--- src/rtl/periph_target_pkg.sv ---
// Shared definitions for the crossbar target adapter: error response payload,
// buffer entry layout helper and the request legality check.
package periph_target_pkg;

  localparam logic [31:0] ERR_RDATA = 32'hBADACCE5;

  typedef struct packed {
    logic done;
    logic opc;
  } entry_flags_t;

  function automatic logic err_check(input logic [5:0]  atop,
                                     input logic        atop_en,
                                     input logic [63:0] add,
                                     input logic [63:0] n_words);
    return ((!atop_en) && (atop != 6'd0)) || (add >= n_words);
  endfunction

endpackage

--- src/rtl/periph_target_resp_buf.sv ---
// In-order response buffer: entries are pushed on accept, completed by local
// error or by the in-order backend response, and popped one per cycle.
module periph_target_resp_buf
  import periph_target_pkg::*;
#(
  parameter int ID_WIDTH   = 16,
  parameter int DATA_WIDTH = 32,
  parameter int DEPTH      = 4
) (
  input  logic                  clk,
  input  logic                  rst_n,
  input  logic                  i_push,
  input  logic                  i_push_err,
  input  logic [ID_WIDTH-1:0]   i_push_id,
  input  logic                  i_fill,
  input  logic [DATA_WIDTH-1:0] i_fill_rdata,
  input  logic                  i_fill_opc,
  output logic                  o_full,
  output logic                  o_fill_miss,
  output logic                  o_r_valid,
  output logic [ID_WIDTH-1:0]   o_r_id,
  output logic [DATA_WIDTH-1:0] o_r_rdata,
  output logic                  o_r_opc
);

  localparam int PTR_W = $clog2(DEPTH);
  localparam int CNT_W = PTR_W + 1;

  logic [PTR_W-1:0]      r_head, r_tail;
  logic [CNT_W-1:0]      r_count;
  logic [DEPTH-1:0]      r_done;
  logic [ID_WIDTH-1:0]   r_id    [DEPTH];
  logic [DATA_WIDTH-1:0] r_rdata [DEPTH];
  logic                  r_opc   [DEPTH];

  logic                  r_valid;
  logic [ID_WIDTH-1:0]   r_out_id;
  logic [DATA_WIDTH-1:0] r_out_rdata;
  logic                  r_out_opc;

  logic                  w_pend_found;
  logic [PTR_W-1:0]      w_pend_idx;
  logic                  w_fill_hit;
  logic                  w_pop;
  entry_flags_t          w_pop_flags;
  logic [DATA_WIDTH-1:0] w_pop_rdata;

  // Oldest live entry still waiting for the backend, searched from the head.
  always_comb begin
    w_pend_found = 1'b0;
    w_pend_idx   = '0;
    for (int k = 0; k < DEPTH; k++) begin
      if (!w_pend_found && (CNT_W'(k) < r_count) && !r_done[r_head + PTR_W'(k)]) begin
        w_pend_found = 1'b1;
        w_pend_idx   = r_head + PTR_W'(k);
      end
    end
  end

  assign w_fill_hit  = i_fill & w_pend_found;
  assign o_fill_miss = i_fill & ~w_pend_found;
  assign o_full      = (r_count == CNT_W'(DEPTH));

  assign w_pop = (r_count != '0) &&
                 (r_done[r_head] || (w_fill_hit && (w_pend_idx == r_head)));
  assign w_pop_flags.done = 1'b1;
  assign w_pop_flags.opc  = r_done[r_head] ? r_opc[r_head]   : i_fill_opc;
  assign w_pop_rdata      = r_done[r_head] ? r_rdata[r_head] : i_fill_rdata;

  always_ff @(posedge clk) begin
    if (!rst_n) begin
      r_head      <= '0;
      r_tail      <= '0;
      r_count     <= '0;
      r_done      <= '0;
      r_valid     <= 1'b0;
      r_out_id    <= '0;
      r_out_rdata <= '0;
      r_out_opc   <= 1'b0;
    end else begin
      if (i_push) begin
        r_done[r_tail] <= i_push_err;
        r_tail         <= r_tail + PTR_W'(1);
      end
      if (w_fill_hit)
        r_done[w_pend_idx] <= 1'b1;
      if (w_pop)
        r_head <= r_head + PTR_W'(1);
      r_count <= r_count + CNT_W'(i_push) - CNT_W'(w_pop);
      r_valid <= w_pop;
      if (w_pop) begin
        r_out_id    <= r_id[r_head];
        r_out_rdata <= w_pop_rdata;
        r_out_opc   <= w_pop_flags.opc;
      end
    end
  end

  // Payload storage; a pushed entry carries the error payload until a fill replaces it.
  always_ff @(posedge clk) begin
    if (i_push) begin
      r_id[r_tail]    <= i_push_id;
      r_rdata[r_tail] <= DATA_WIDTH'(ERR_RDATA);
      r_opc[r_tail]   <= 1'b1;
    end
    if (w_fill_hit) begin
      r_rdata[w_pend_idx] <= i_fill_rdata;
      r_opc[w_pend_idx]   <= i_fill_opc;
    end
  end

  assign o_r_valid = r_valid;
  assign o_r_id    = r_out_id;
  assign o_r_rdata = r_out_rdata;
  assign o_r_opc   = r_out_opc;

endmodule

--- src/rtl/periph_target_adapter.sv ---
// Crossbar slave-port endpoint: forwards legal requests to a grant-based
// backend, answers illegal ones locally and returns responses in order.
module periph_target_adapter
  import periph_target_pkg::*;
#(
  parameter int ADDR_WIDTH   = 30,
  parameter int DATA_WIDTH   = 32,
  parameter int BE_WIDTH     = DATA_WIDTH / 8,
  parameter int ID_WIDTH     = 16,
  parameter int N_WORDS      = 1024,
  parameter int DEPTH        = 4,
  parameter int ATOP_SUPPORT = 0
) (
  input  logic                  clk,
  input  logic                  rst_n,
  input  logic                  data_req_i,
  input  logic [ADDR_WIDTH-1:0] data_add_i,
  input  logic                  data_wen_i,
  input  logic [5:0]            data_atop_i,
  input  logic [DATA_WIDTH-1:0] data_wdata_i,
  input  logic [BE_WIDTH-1:0]   data_be_i,
  input  logic [ID_WIDTH-1:0]   data_ID_i,
  output logic                  data_gnt_o,
  output logic                  data_r_valid_o,
  output logic [ID_WIDTH-1:0]   data_r_ID_o,
  output logic [DATA_WIDTH-1:0] data_r_rdata_o,
  output logic                  data_r_opc_o,
  output logic                  bus_req_o,
  output logic [ADDR_WIDTH-1:0] bus_add_o,
  output logic                  bus_wen_o,
  output logic [DATA_WIDTH-1:0] bus_wdata_o,
  output logic [BE_WIDTH-1:0]   bus_be_o,
  input  logic                  bus_gnt_i,
  input  logic                  bus_r_valid_i,
  input  logic [DATA_WIDTH-1:0] bus_r_rdata_i,
  input  logic                  bus_r_opc_i,
  output logic                  unexp_resp_o
);

  logic w_err;
  logic w_full;
  logic w_open;
  logic w_fill_miss;
  logic r_unexp;

  assign w_err = err_check(data_atop_i, (ATOP_SUPPORT != 0),
                           64'(data_add_i), 64'(N_WORDS));

  // Held low during reset so nothing is accepted into a buffer being cleared.
  assign w_open     = rst_n & data_req_i & ~w_full;
  assign bus_req_o  = w_open & ~w_err;
  assign data_gnt_o = w_open & (w_err | bus_gnt_i);

  assign bus_add_o   = data_add_i;
  assign bus_wen_o   = data_wen_i;
  assign bus_wdata_o = data_wdata_i;
  assign bus_be_o    = data_be_i;

  periph_target_resp_buf #(
    .ID_WIDTH   (ID_WIDTH),
    .DATA_WIDTH (DATA_WIDTH),
    .DEPTH      (DEPTH)
  ) u_resp_buf (
    .clk          (clk),
    .rst_n        (rst_n),
    .i_push       (data_gnt_o),
    .i_push_err   (w_err),
    .i_push_id    (data_ID_i),
    .i_fill       (bus_r_valid_i),
    .i_fill_rdata (bus_r_rdata_i),
    .i_fill_opc   (bus_r_opc_i),
    .o_full       (w_full),
    .o_fill_miss  (w_fill_miss),
    .o_r_valid    (data_r_valid_o),
    .o_r_id       (data_r_ID_o),
    .o_r_rdata    (data_r_rdata_o),
    .o_r_opc      (data_r_opc_o)
  );

  always_ff @(posedge clk) begin
    if (!rst_n)
      r_unexp <= 1'b0;
    else if (w_fill_miss)
      r_unexp <= 1'b1;
  end

  assign unexp_resp_o = r_unexp;

endmodule

--- config.mk ---
export PLATFORM = sky130hd
export DESIGN_NAME = periph_target_adapter
export DESIGN_NICKNAME = d
export VERILOG_FILES = /design/src/rtl/periph_target_pkg.sv /design/src/rtl/periph_target_resp_buf.sv /design/src/rtl/periph_target_adapter.sv
export SDC_FILE = /design/constraint.sdc
export NUM_CORES = 1
export LEC_CHECK = 0
export CORE_ASPECT_RATIO = 1.4
export CORE_MARGIN = 2
export CORE_UTILIZATION = 40
export DETAILED_ROUTE_END_ITERATION = 10
export DONT_BUFFER_PORTS = 1
export GPL_ROUTABILITY_DRIVEN = 0
export REMOVE_ABC_BUFFERS = 1
export SYNTH_ARGS = -nofsm -noshare
export SYNTH_HDL_FRONTEND = slang
export SYNTH_SLANG_ARGS = --single-unit
--- constraint.sdc ---
create_clock -name clk -period 8.1 [get_ports clk]
set_input_delay 0 -clock clk [delete_from_list [all_inputs] [get_ports clk]]
set_output_delay 0 -clock clk [all_outputs]
set_load 0.1 [all_outputs]
# Word level (Yosys, flattened, before mapping)
# Memories as Yosys holds them, arrays and structs flattened. A register that Yosys moved wholly into a read port is not among the register bits.
# Cells that the tools add are included.
# totals
register_bits,13
ramBits,196
in_bits,127
memories,3
# classes
add_sub_neg,6
order_cmp,13
n_eq_ne,2
n_mux,28
bitwise,11
n_reduce_logical,25
# mem_list
memory,words,width,rd,rd_clocked_by_memory_dff,wr,line_no,text
u_resp_buf.r_rdata,4,32,1,1,2,periph_target_resp_buf.sv:33,logic [DATA_WIDTH-1:0] r_rdata [DEPTH];
u_resp_buf.r_id,4,16,1,1,1,periph_target_resp_buf.sv:32,logic [ID_WIDTH-1:0] r_id [DEPTH];
u_resp_buf.r_opc,4,1,1,1,2,periph_target_resp_buf.sv:34,logic r_opc [DEPTH];
# op_table
cell,count
"greater-or-equal comparator 30 x 11 -> 1 bit, second input constant",1
"less-than comparator 2 x 3 -> 1 bit, second input constant",6
two-way mux 1 bit,14
two-way mux 4 bit,3
logical AND 1 bit,11
logical NOT 1 bit,10
binary-select mux 1 bit (select 2 bit),4
two-way mux 2 bit,4
bitwise AND 1 bit,6
"less-than comparator 1 x 3 -> 1 bit, first input constant",2
"less-than comparator 2 x 3 -> 1 bit, first input constant",2
nonzero test 6 bit,1
"adder 2 x 1 -> 2 bit, second input constant",2
"adder 2 bit, second input constant",2
bitwise mux 4 bit,1
demux 1 bit (select 2 bit),2
"greater-or-equal comparator 2 x 1 -> 1 bit, second input constant",2
bitwise OR 4 bit,1
adder 3 x 1 -> 3 bit,1
"equality test 3 bit, second input constant",1
NOT 1 bit,3
nonzero test 3 bit,1
subtractor 3 x 1 -> 3 bit,1
equality test 2 bit,1
other kinds (2),3

# Depth between registers and ports, before layout
# Gate-level depths: netlist of the first run.
# depth
ltp_word,23
depth_mapped,18

# Modules after synthesis
# From an unflattened synthesis of the first run, not the netlist that was laid out.
# unflattened
hier_cells,884
hier_area_um2,12069.1
# modules_own_cells
mod,n_inst,cells_per_inst,area_each_um2
periph_target_resp_buf,1,801,11448.5
periph_target_adapter,1,83,620.6

# Worst setup path before layout of the first run
# No wires, ideal clock.
# synth_timing
kind,reg2reg
from,register u_resp_buf.r_count[1]
to,"memory u_resp_buf.r_rdata[3][0], enable pin"
setup_ns,0.390
arrival_time_ns,3.283
setup_slack_ns,4.426
path_stages_with_launch,6
path_buffers,1
path_cell_list,dfxtp_1 > o311a_1 > o31a_1 > clkbuf_1 > and2_1 > or2_1
# synth_lines
item,line_no,text
"start, declared",periph_target_resp_buf.sv:30,logic [CNT_W-1:0] r_count;
"start signal, assigned",periph_target_resp_buf.sv:89,r_count <= r_count + CNT_W'(i_push) - CNT_W'(w_pop);
"end, declared",periph_target_resp_buf.sv:33,

# Worst setup path in the final report of the first run
# layout_timing
from,register u_resp_buf.r_head[0]
to,"register u_resp_buf.r_out_rdata[7] (netlist: u_resp_buf.o_r_rdata[7]), read port of u_resp_buf.r_rdata"
# layout_via
elab_chain_len,21
# layout_rtl
item,line_no,text
"start, declared",periph_target_resp_buf.sv:29,"logic [PTR_W-1:0] r_head, r_tail;"
"start signal, assigned",periph_target_resp_buf.sv:88,r_head <= r_head + PTR_W'(1);
binary-select mux 1 bit (select 2 bit),"periph_target_resp_buf.sv:53, periph_target_resp_buf.sv:65",
two-way mux 1 bit (implied by the code),"periph_target_resp_buf.sv:53, periph_target_resp_buf.sv:65",
logical NOT 1 bit,periph_target_resp_buf.sv:53,if (!w_pend_found && (CNT_W'(k) < r_count) && !r_done[r_head + PTR_W'(k)]) begin
logical AND 1 bit,periph_target_resp_buf.sv:53,
two-way mux 1 bit,periph_target_resp_buf.sv:53,
logical NOT 1 bit,periph_target_resp_buf.sv:53,
logical AND 1 bit (2 in series),periph_target_resp_buf.sv:53,
two-way mux 1 bit,periph_target_resp_buf.sv:53,
[... 3 more ...],--,
two-way mux 1 bit,periph_target_resp_buf.sv:53,
logical NOT 1 bit,periph_target_resp_buf.sv:53,
logical AND 1 bit (2 in series),periph_target_resp_buf.sv:53,
two-way mux 2 bit or two-way mux 1 bit (tied branches),periph_target_resp_buf.sv:53,
equality test 2 bit or bitwise AND 1 bit (tied branches),"periph_target_resp_buf.sv:65, periph_target_resp_buf.sv:60",
logical AND 1 bit,periph_target_resp_buf.sv:65,(r_done[r_head] || (w_fill_hit && (w_pend_idx == r_head)));
logical OR 1 bit,periph_target_resp_buf.sv:65,
logical AND 1 bit,periph_target_resp_buf.sv:64,assign w_pop = (r_count != '0) &&
"end, declared",periph_target_resp_buf.sv:38,logic [DATA_WIDTH-1:0] r_out_rdata;
# Parallel ways exist; a longest one is shown, timed or not. The select of a mux whose other input is x is not followed.
# A chain may end at the register's enable or synchronous reset.

==> impl_metrics.ini, run 1 <==
[status]
status = completed

[sta]
setup_violations = 0
holdWs_ns = 0.0001101
worst_pin_slew_ns = 1.073
slew_headroom = 0.2835
period_share = 0.5731
skew_ns = 0.01160
finalHoldViolations = 0
layout_min_cycle_time_ns = 4.642
rsz0062_at_grt = no
setup_tns_ns = 0
finalMaxSlewViolations = 0
fmax_mhz = 215.4

[yosys]
synth_edf_count = 192
yosysTopAreaCell = edfxtp_1
synth-seq-cells = 258
yosysTopAreaCellShare = 0.4782
syn_inst = 883
avgSynthCellArea_um2 = 13.66
syn_area_um2 = 12060
synth_area_leaders = edfxtp_1, dfxtp_1, mux4_2, buf_4, nand2b_1
yosysWarnings = 0
synth_cell_types = 58
yosysSeqAreaShare = 0.5877
async_flop_share = 0
synthFlopType = edfxtp_1

[routing]
wl_met3_um = 2225
met1_length_um = 11580
top_layer_used = met5
num_vias = 6865
drt_wl_total_um = 28410
drt_iter0_markers = 367
viasPerCell = 5.427
met2_length_um = 13950
drc = 0
postRouteAntennaNets = 0
first_pass_iters = 6
detail_route.wl_per_cell_um = 22.45

[setup_path]
crit_arrival_ns = 5.11
criticalPathCategory = reg2reg
cp_max_fo = 35
path_cells = buf_4 -> o21ai_0 -> a32o_1 -> a211oi_2 -> o2111a_2 -> nand3_1 -> dlygate4sd3_1 -> a2bb2oi_1 -> dlygate4sd3_1
cpMaxStageDelayCell = o2111a_2
cp-end-kind = register
slowest_delay_ns = 0.87
crit_family = compound AO/OA/AOI/OAI gates
crit_path_frequent_cell = dlygate4sd3_1
startpoint_type = register
cp_data_required_time_ns = 8.57
crit_buf_inv = 3

[clocking]
cts_tree = built
path_clk_slew_ns = 0.07
cts_buffers = 26
root_buffer = clkbuf_16
cts_buffer_depth = 3
htree_levels = 1
clock_sinks = 258
clock_latency_ns = 0.53

[final_layout]
layout.cells.non_filler = 1265
drive_gt1_frac = 0.1536
final_common_cell = edfxtp_1
layout_common_cells = edfxtp_1, nand2b_1, dfxtp_1, dlygate4sd3_1, and2_1
area_delta_synth_final_pct = 10.62
final_core_util = 0.4470
layout.nets = 995

[run]
max_cap_violations = 0

[global_route]
antenna_found_initial = 2
grt_overflow = 0
first_global_vias = 7214
grt_max_degree = 104
grt_usage = 0.1798
grt_pass1_wl_um = 43370

[floorplan]
ios = 247
placeableCoreArea_um2 = 29840
dieArea_um2 = 31570
die_h_um = 209.4
fp.dieW_um = 150.7
rows = 75
initial_utilization = 0.4041

[pwr]
power-per-cell-area_nw_per_um2 = 381.0
power.leakage_nw = 4.224
ir_drop_mv = 0.1958

[worst_hold_path]
min_path_type = in2out

[placed_design]
portBuffers = 0
hpwl_um = 17110
place_inst = 1152
[final timing paths]
check | to | startpoint | cells past startpoint | slack, ns
max | u_resp_buf.o_r_rdata[7]$_SDFFE_PN0P_ | u_resp_buf.r_head[0]$_SDFFE_PN0P_ | 9 | 3.46
min | bus_add_o[22] | data_add_i[22] | 0 | 0.0001
max reg2reg | u_resp_buf.o_r_rdata[7]$_SDFFE_PN0P_ | u_resp_buf.r_head[0]$_SDFFE_PN0P_ | 9 | 3.46
min reg2reg | u_resp_buf.r_opc[2]$_DFF_P_ | u_resp_buf.r_opc[2]$_DFF_P_ | 2 | 0.51
[power by group]
part	internal, mW	switching [mW]
logic	0.593	0.732
clock network	0.677	0.521
registers	1.75	0.809
[cells in the mapped netlist (2+ instances only)]
library cell / number
inv_1: 13
and2_1: 58
nor2_1: 15
and3_1: 2
o21a_1: 38
o21ai_1: 2
edfxtp_1: 192
o31a_1: 2
a21oi_1: 2
a2bb2oi_1: 33
nand2_1: 38
clkbuf_1: 25
nor4_1: 6
ha_1: 8
a31oi_1: 2
nor2b_1: 4
a21boi_4: 2
nand2b_1: 81
mux4_2: 52
o21ai_0: 36
nand3_1: 39
buf_6: 8
mux2_2: 4
buf_4: 71
nor3_1: 3
xnor2_1: 3
dfxtp_1: 66
a21o_1: 2
mux2i_1: 22
buf_2: 20
mux2_4: 2
or2_1: 3
a22o_1: 4
[state kept, by name, summed over array words and instances, names as in the netlist]
register / cells
u_resp_buf.o_r_id: 16
u_resp_buf.o_r_opc: 1
u_resp_buf.o_r_rdata: 32
u_resp_buf.o_r_valid: 1
u_resp_buf.r_count: 3
u_resp_buf.r_done: 4
u_resp_buf.r_head: 2
u_resp_buf.r_id: 64
u_resp_buf.r_opc: 4
u_resp_buf.r_rdata: 128
u_resp_buf.r_tail: 2
unexp_resp_o: 1
[area by class of cell]
cell class                 count  area [um2]
sequential                   258        7094
tap                          385       481.7
clock buffer                  28       679.4
fill                        2714       16500
inverter                      14       55.05
clock inverter                20       180.2
antenna                        1       2.502
timing repair buffer          74       733.2
multi-input combinational    485        4111
[stage by stage]
| step | total power, mW | area [um2] | worst slack (ns) |
|---|---|---|---|
| 2_1_floorplan | 3.470 | 11230 | 2.331 |
| 3_3_place_gp | 3.857 | 11820 | 3.555 |
| 3_5_place_dp | 3.880 | 11820 | 3.443 |
| 4_1_cts | 5.151 | 13340 | 3.354 |
| 5_1_grt | 5.336 | 13340 | 3.108 |
| 6_report | 5.082 | 13340 | 3.458 |
[routing by layer]
metal	vias up	GRT usage
met5	-	0.03226
met4	6	0.04608
met3	38	0.06174
met2	217	0.2948
met1	3442	0.2254
li1	3162	-
[cell families (layout without fill, tap and decap cells)]
family	after synthesis	after routing	synth area share
compound gates	139	139	0.08851
mux	80	80	0.1216
fa+ha+maj	9	9	0.009962
xor+xnor	3	3	0.002179
flops	258	258	0.5877
other cells	0	1	0
simple gates	254	254	0.1169
buf+inv	140	136	0.07305
[repair_timing]
action,CTS,global route
endpoints found under the setup margin,0,0
hold buffers,64,0
resized for setup,0,0
setup buffers,0,0
endpoints found under the hold margin,258,0
Power figures use the tool's default switching activity.
==> run 2, diff against run 1 <==
==> constraint.sdc (replaced) <==
create_clock -name clk -period 4.15 [get_ports clk]
set_input_delay 0 -clock clk [delete_from_list [all_inputs] [get_ports clk]]
set_output_delay 0 -clock clk [all_outputs]
set_load 0.1 [all_outputs]
==> impl_metrics.ini, run 2 (synthesis results as in run 1) <==
[status]
status = complete, but fails checks
violations = negative hold slack

[clocking]
cts_tree = built
path_clk_slew_ns = 0.06
cts_buffers = 27
htree_levels = 1
cts_setup_buffers = 0
root_buffer = clkbuf_16
cts_buffer_depth = 3
clock_sinks = 258
clock_latency_ns = 0.55

[final_layout]
fin_area_um2 = 13520
fillers = 2724
area_delta_synth_final_pct = 12.09
final_common_cell = edfxtp_1
seqCellArea_um2 = 7094
multiInputGateArea_um2 = 4111
layout_common_cells = edfxtp_1, nand2b_1, dfxtp_1, dlygate4sd3_1, and2_1
layout.nets = 1005
drive_gt1_frac = 0.1584
final_core_util = 0.4529
largest_reg_flops = 128
largest-register = u_resp_buf.r_rdata
layout.cells.non_filler = 1276

[sta]
setup_slack_ns = 0.9735
period_share = 0.7654
setup_violations = 0
finalMaxSlewViolations = 0
skew_ns = 0.01825
rsz0062_at_grt = no
finalHoldViolations = 1
layout_min_cycle_time_ns = 3.177
slew_headroom = 0.2945
fmax_mhz = 314.8
holdWs_ns = -0.02372
worst_pin_slew_ns = 1.057

[routing]
drc = 0
viasPerCell = 5.504
drt_wl_total_um = 29450
detail_route.wl_per_cell_um = 23.08
drt_iter0_markers = 460
num_vias = 7023
first_pass_iters = 5
postRouteAntennaNets = 0

[setup_path]
cp_max_fo = 22
startpoint_type = register
criticalPathCategory = reg2reg
cp-end-kind = register
cp_data_required_time_ns = 4.64
crit_arrival_ns = 3.66

[run]
max_cap_violations = 0

[pwr]
ir_drop_mv = 0.6218
switchingPower_mw = 4.086
comb_power_share = 0.272
power-per-cell-area_nw_per_um2 = 761.0
p_int_mw = 6.200
switching_share = 0.3972
p_clk_frac = 0.252
power_frac_seq = 0.475
power_mw = 10.29
power.leakage_nw = 4.304

[floorplan]
placeableCoreArea_um2 = 29840
dieArea_um2 = 31570
rows = 75
ios = 247
fp.dieW_um = 150.7
die_h_um = 209.4
initial_utilization = 0.4041

[placed_design]
hpwl_um = 18880
placed_cell_area_um2 = 11930
portBuffers = 0
place_inst = 1163
place_ws_ns = 0.9843

[global_route]
grt_pass1_wl_um = 45060
grt_max_degree = 108
first_global_vias = 7585
grt_overflow = 0
antenna_found_initial = 3
grt_usage = 0.1888

[worst_hold_path]
min_path_type = in2reg
## run 2: cell count changes in the layout (fill, tap and decap cells not counted), sizes merged, moves of 2 or more
cell	change
buf	+11
bufinv	+3
clkbuf	+6
clkinv	-6
clkinvlp	-2
dlygate4sd3	-2
## run 2: final timing paths
| check | from | slack (ns) | end | cells past startpoint |
|---|---|---|---|---|
| worst max-delay path | u_resp_buf.r_head[0]$_SDFFE_PN0P_ | 0.97 | u_resp_buf.o_r_rdata[10]$_SDFFE_PN0P_ | 8 |
| worst min-delay path | bus_gnt_i | -0.02 | u_resp_buf.r_tail[1]$_SDFFE_PN0P_ | 2 |
| worst max register to register | u_resp_buf.r_head[0]$_SDFFE_PN0P_ | 0.97 | u_resp_buf.o_r_rdata[10]$_SDFFE_PN0P_ | 8 |
| worst min register to register | u_resp_buf.r_opc[2]$_DFF_P_ | 0.51 | u_resp_buf.r_opc[2]$_DFF_P_ | 2 |
## run 2: through the flow
stage	setup TNS, ns	hold WS [ns]
after floorplan	-239.46	0
after global placement	0	0.0006813
after detailed placement	0	0.0006813
after CTS	0	0.0006813
after global routing	0	0.0005650
final	0	-0.02372
## run 2: what timing repair did
action,in CTS,in global routing
endpoints found under the setup margin,0,0
resized for setup,0,0
hold buffers,62,0
endpoints found under the hold margin,258,0
## run 2: critical path: stages, from the launching register on
cell           delay, ns
dfxtp_4             0.56
mux2_2              0.43
o21ai_1             0.28
and3_1              0.32
o2111a_2            0.42
buf_4               0.26
nand3_1             0.09
dlygate4sd3_1       0.59
a2bb2oi_1           0.14
## run 2: metal layers
layer	vias to the layer above	global-route usage	wire [um]
li1	3174	-	-
met1	3544	0.2248	11360
met2	247	0.3194	14810
met3	52	0.06348	2485
met4	6	0.05704	674
met5	-	0.03226	117
## run 2: power by group through the flow
| stage | Combinational (mW) | Clock, mW | Sequential (mW) |
|---|---|---|---|
| after floorplan | 1.86 | 0 | 4.92 |
| after CTS | 2.85 | 2.64 | 4.91 |
| after global routing | 3.07 | 2.73 | 4.95 |
| after global placement | 2.69 | 0 | 4.94 |
| after detailed placement | 2.73 | 0 | 4.95 |
| final | 2.80 | 2.59 | 4.89 |
## run 2: layout make-up
| cell class | instances | area share |
|---|---|---|
| sequential | 258 | 0.5249 |
| multi-input combinational | 485 | 0.3042 |
| timing repair buffer | 83 | 0.06073 |
| clock buffer | 34 | 0.05416 |
| tap | 385 | 0.03564 |
| clock inverter | 16 | 0.01611 |
| inverter | 14 | 0.004073 |
| antenna | 1 | 0.0001852 |
==> run 3, diff against run 2 <==
--- a/config.mk
+++ b/config.mk
@@ -5,6 +5,7 @@
 export SDC_FILE = /design/constraint.sdc
 export NUM_CORES = 1
 export LEC_CHECK = 0
+export ABC_AREA = 1
 export CORE_ASPECT_RATIO = 1.4
 export CORE_MARGIN = 2
 export CORE_UTILIZATION = 40
==> constraint.sdc (replaced) <==
create_clock -name clk -period 2.75 [get_ports clk]
set_input_delay 0 -clock clk [delete_from_list [all_inputs] [get_ports clk]]
set_output_delay 0 -clock clk [all_outputs]
set_load 0.1 [all_outputs]
==> impl_metrics.ini, run 3 <==
[clocking]
htree_levels = 1
cts_buffer_depth = 3
cts_tree = built
clock_sinks = 258
root_buffer = clkbuf_16
path_clk_slew_ns = 0.06
cts_buffers = 27
clock_latency_ns = 0.54

[yosys]
synthMuxAreaShare = 0
yosysMostFrequentCell = nand2_1
synthXorXnorAreaFrac = 0.0007533
avgSynthCellArea_um2 = 9.616
synth_top_family_by_area = simple AND/OR/NAND/NOR gates
synthAdderAreaFrac = 0.01033
yosys.area_share.simple = 0.1987
yosysTopAreaCellShare = 0.4959
yosysTopAreaCell = edfxtp_1
synth-seq-cells = 258
synth_edf_count = 192
syn_inst = 1209
syn_area_um2 = 11630
synthTopCellsByCount = nand2_1, edfxtp_1, nor2_1
yosysWarnings = 0
synth_cell_types = 31
synth_compound_area_frac = 0.08039
synth_area_leaders = edfxtp_1, dfxtp_1, nand2_1, nor2_1, buf_4
async_flop_share = 0
yosysSeqAreaShare = 0.6096
synthFlopType = edfxtp_1

[setup_path]
crit_buf_inv = 4
r2r_end = u_resp_buf.r_count[2]$_SDFF_PN0_
r2r_setup_slack_ns = -0.02
cpMaxStageDelayCell = dfxtp_4
crit_family = simple AND/OR/NAND/NOR gates
path_cells = buf_8 -> nand2_4 -> nand2_4 -> nand2_4 -> nand2_4 -> nor2_4 -> nand3_1 -> nand3_1 -> nand2_1 -> a21oi_4 -> nand2_4 -> nand2_4 -> nand2_4 -> inv_2 -> ha_4 -> inv_2 -> ha_4 -> inv_2 -> fa_2 -> xnor2_2 -> nor2_1
cp_data_required_time_ns = 3.17
crit_path_frequent_cell = nand2_4
startpoint_type = register
r2r-start = u_resp_buf.r_head[0]$_SDFFE_PN0P_
cp-end-kind = register
criticalPathCategory = reg2reg
crit_arrival_ns = 3.19
rr_worst_depth = 21
cp_max_fo = 7
crit_start = u_resp_buf.r_head[0]$_SDFFE_PN0P_
slowest_delay_ns = 0.38

[routing]
drc = 0
postRouteAntennaNets = 0
drt_iter0_markers = 563
num_vias = 8502
detail_route.wl_per_cell_um = 19.02
viasPerCell = 5.073
first_pass_iters = 7
drt_wl_total_um = 31880

[worst_hold_path]
min_path_type = in2out
min_to = bus_add_o[17]
hold_start = data_add_i[17]
min_path_cells = 0

[pwr]
power-per-cell-area_nw_per_um2 = 1214
ir_drop_mv = 0.7890
power.leakage_nw = 5.658
power_mw = 17.16

[final_layout]
layout.cells.non_filler = 1676
multiInputGateArea_um2 = 3694
drive_gt1_frac = 0.1823
seqCellArea_um2 = 7097
largest-register = u_resp_buf.r_rdata
area_delta_synth_final_pct = 21.62
final_common_cell = nand2_1
largest_reg_flops = 128
final_core_util = 0.4962
layout_common_cells = nand2_1, edfxtp_1, nor2_1, buf_4, inv_1
fillers = 2616
layout.nets = 1416

[sta]
period_share = 1.009
slew_headroom = 0.2836
worst_pin_slew_ns = 1.074
setup_slack_ns = -0.02474
holdWs_ns = 0.0001801
finalMaxSlewViolations = 0
setup_violations = 2
rsz0062_at_grt = yes
skew_ns = 0.01292
fmax_mhz = 360.4
layout_min_cycle_time_ns = 2.775
finalHoldViolations = 0

[global_route]
grt_pass1_wl_um = 49420
first_global_vias = 8814
grt_max_degree = 68
antenna_found_initial = 1
grt_usage = 0.2084
grt_overflow = 0

[floorplan]
placeableCoreArea_um2 = 28500
initial_utilization = 0.4080
fp.dieW_um = 148.1
dieArea_um2 = 30460
rows = 73
ios = 247
die_h_um = 205.7

[status]
status = complete, but fails checks
violations = negative setup slack

[placed_design]
place_ws_ns = -0.1991
hpwl_um = 19340
portBuffers = 0
place_inst = 1558

[run]
max_cap_violations = 0
[run 3: final cells by class]
class / instances / area share
flip-flops and latches: 258 / 0.5019
multi-input cells: 718 / 0.2612
repair buffers: 172 / 0.1130
clock buffers: 39 / 0.05380
well taps: 375 / 0.03318
inverters: 103 / 0.02787
clock inverters: 10 / 0.008849
diodes: 1 / 0.0001770
[run 3: repair_timing]
item / in CTS / in global routing
setup buffers: 10 / 6
pin swaps: 18 / 21
gates cloned: 0 / 0
hold buffers: 52 / 0
hold endpoints to repair: 258 / 0
endpoints found under the setup margin: 2 / 192
gates resized for setup: 41 / 44
[run 3: how the worst max path moves through the flow]
stage,endpoint,cells after the start,slack [ns]
floorplan,u_resp_buf.r_count[2]$_SDFF_PN0_,21,-1.57
global placement,u_resp_buf.r_count[2]$_SDFF_PN0_,22,-0.1
detailed placement,u_resp_buf.r_count[2]$_SDFF_PN0_,24,-0.20
CTS,u_resp_buf.r_rdata[2][3]$_SDFFCE_PN0P_,19,0.004
global route,u_resp_buf.r_count[2]$_SDFF_PN0_,21,-0.16
finish,u_resp_buf.r_count[2]$_SDFF_PN0_,21,-0.02
[run 3: report_power, final]
group | switching [mW] | internal [mW] | leakage [nW] | total, mW
combinational | 5.47 | 2.44 | 3.05 | 7.92
clock | 1.46 | 2.19 | 0.434 | 3.66
sequential | 0.296 | 5.30 | 2.18 | 5.59
total | 7.24 | 9.93 | 5.66 | 17.2
[run 3: logic make-up after synthesis]
group                    Yosys count
adder cells (fa/ha/maj)            9
buffers and inverters            233
AND/OR/NAND/NOR                  576
AO/OA/AOI/OAI                    132
XOR/XNOR                           1
flip-flops                       258
[run 3: per-layer routing]
layer | up-vias | track usage | routed length [um]
li1 | 4112 | - | -
met1 | 4040 | 0.2545 | 13190
met2 | 298 | 0.3643 | 15540
met3 | 48 | 0.05743 | 2425
met4 | 4 | 0.04626 | 599
met5 | - | 0.03167 | 120
[run 3: stage by stage]
step           cell area [um2]  TNS (ns)
3_3_place_gp             12270   -0.1302
4_1_cts                  13900         0
2_1_floorplan            10850   -222.52
3_5_place_dp             12270   -0.3242
6_report                 14140  -0.03660
5_1_grt                  14140   -0.2946
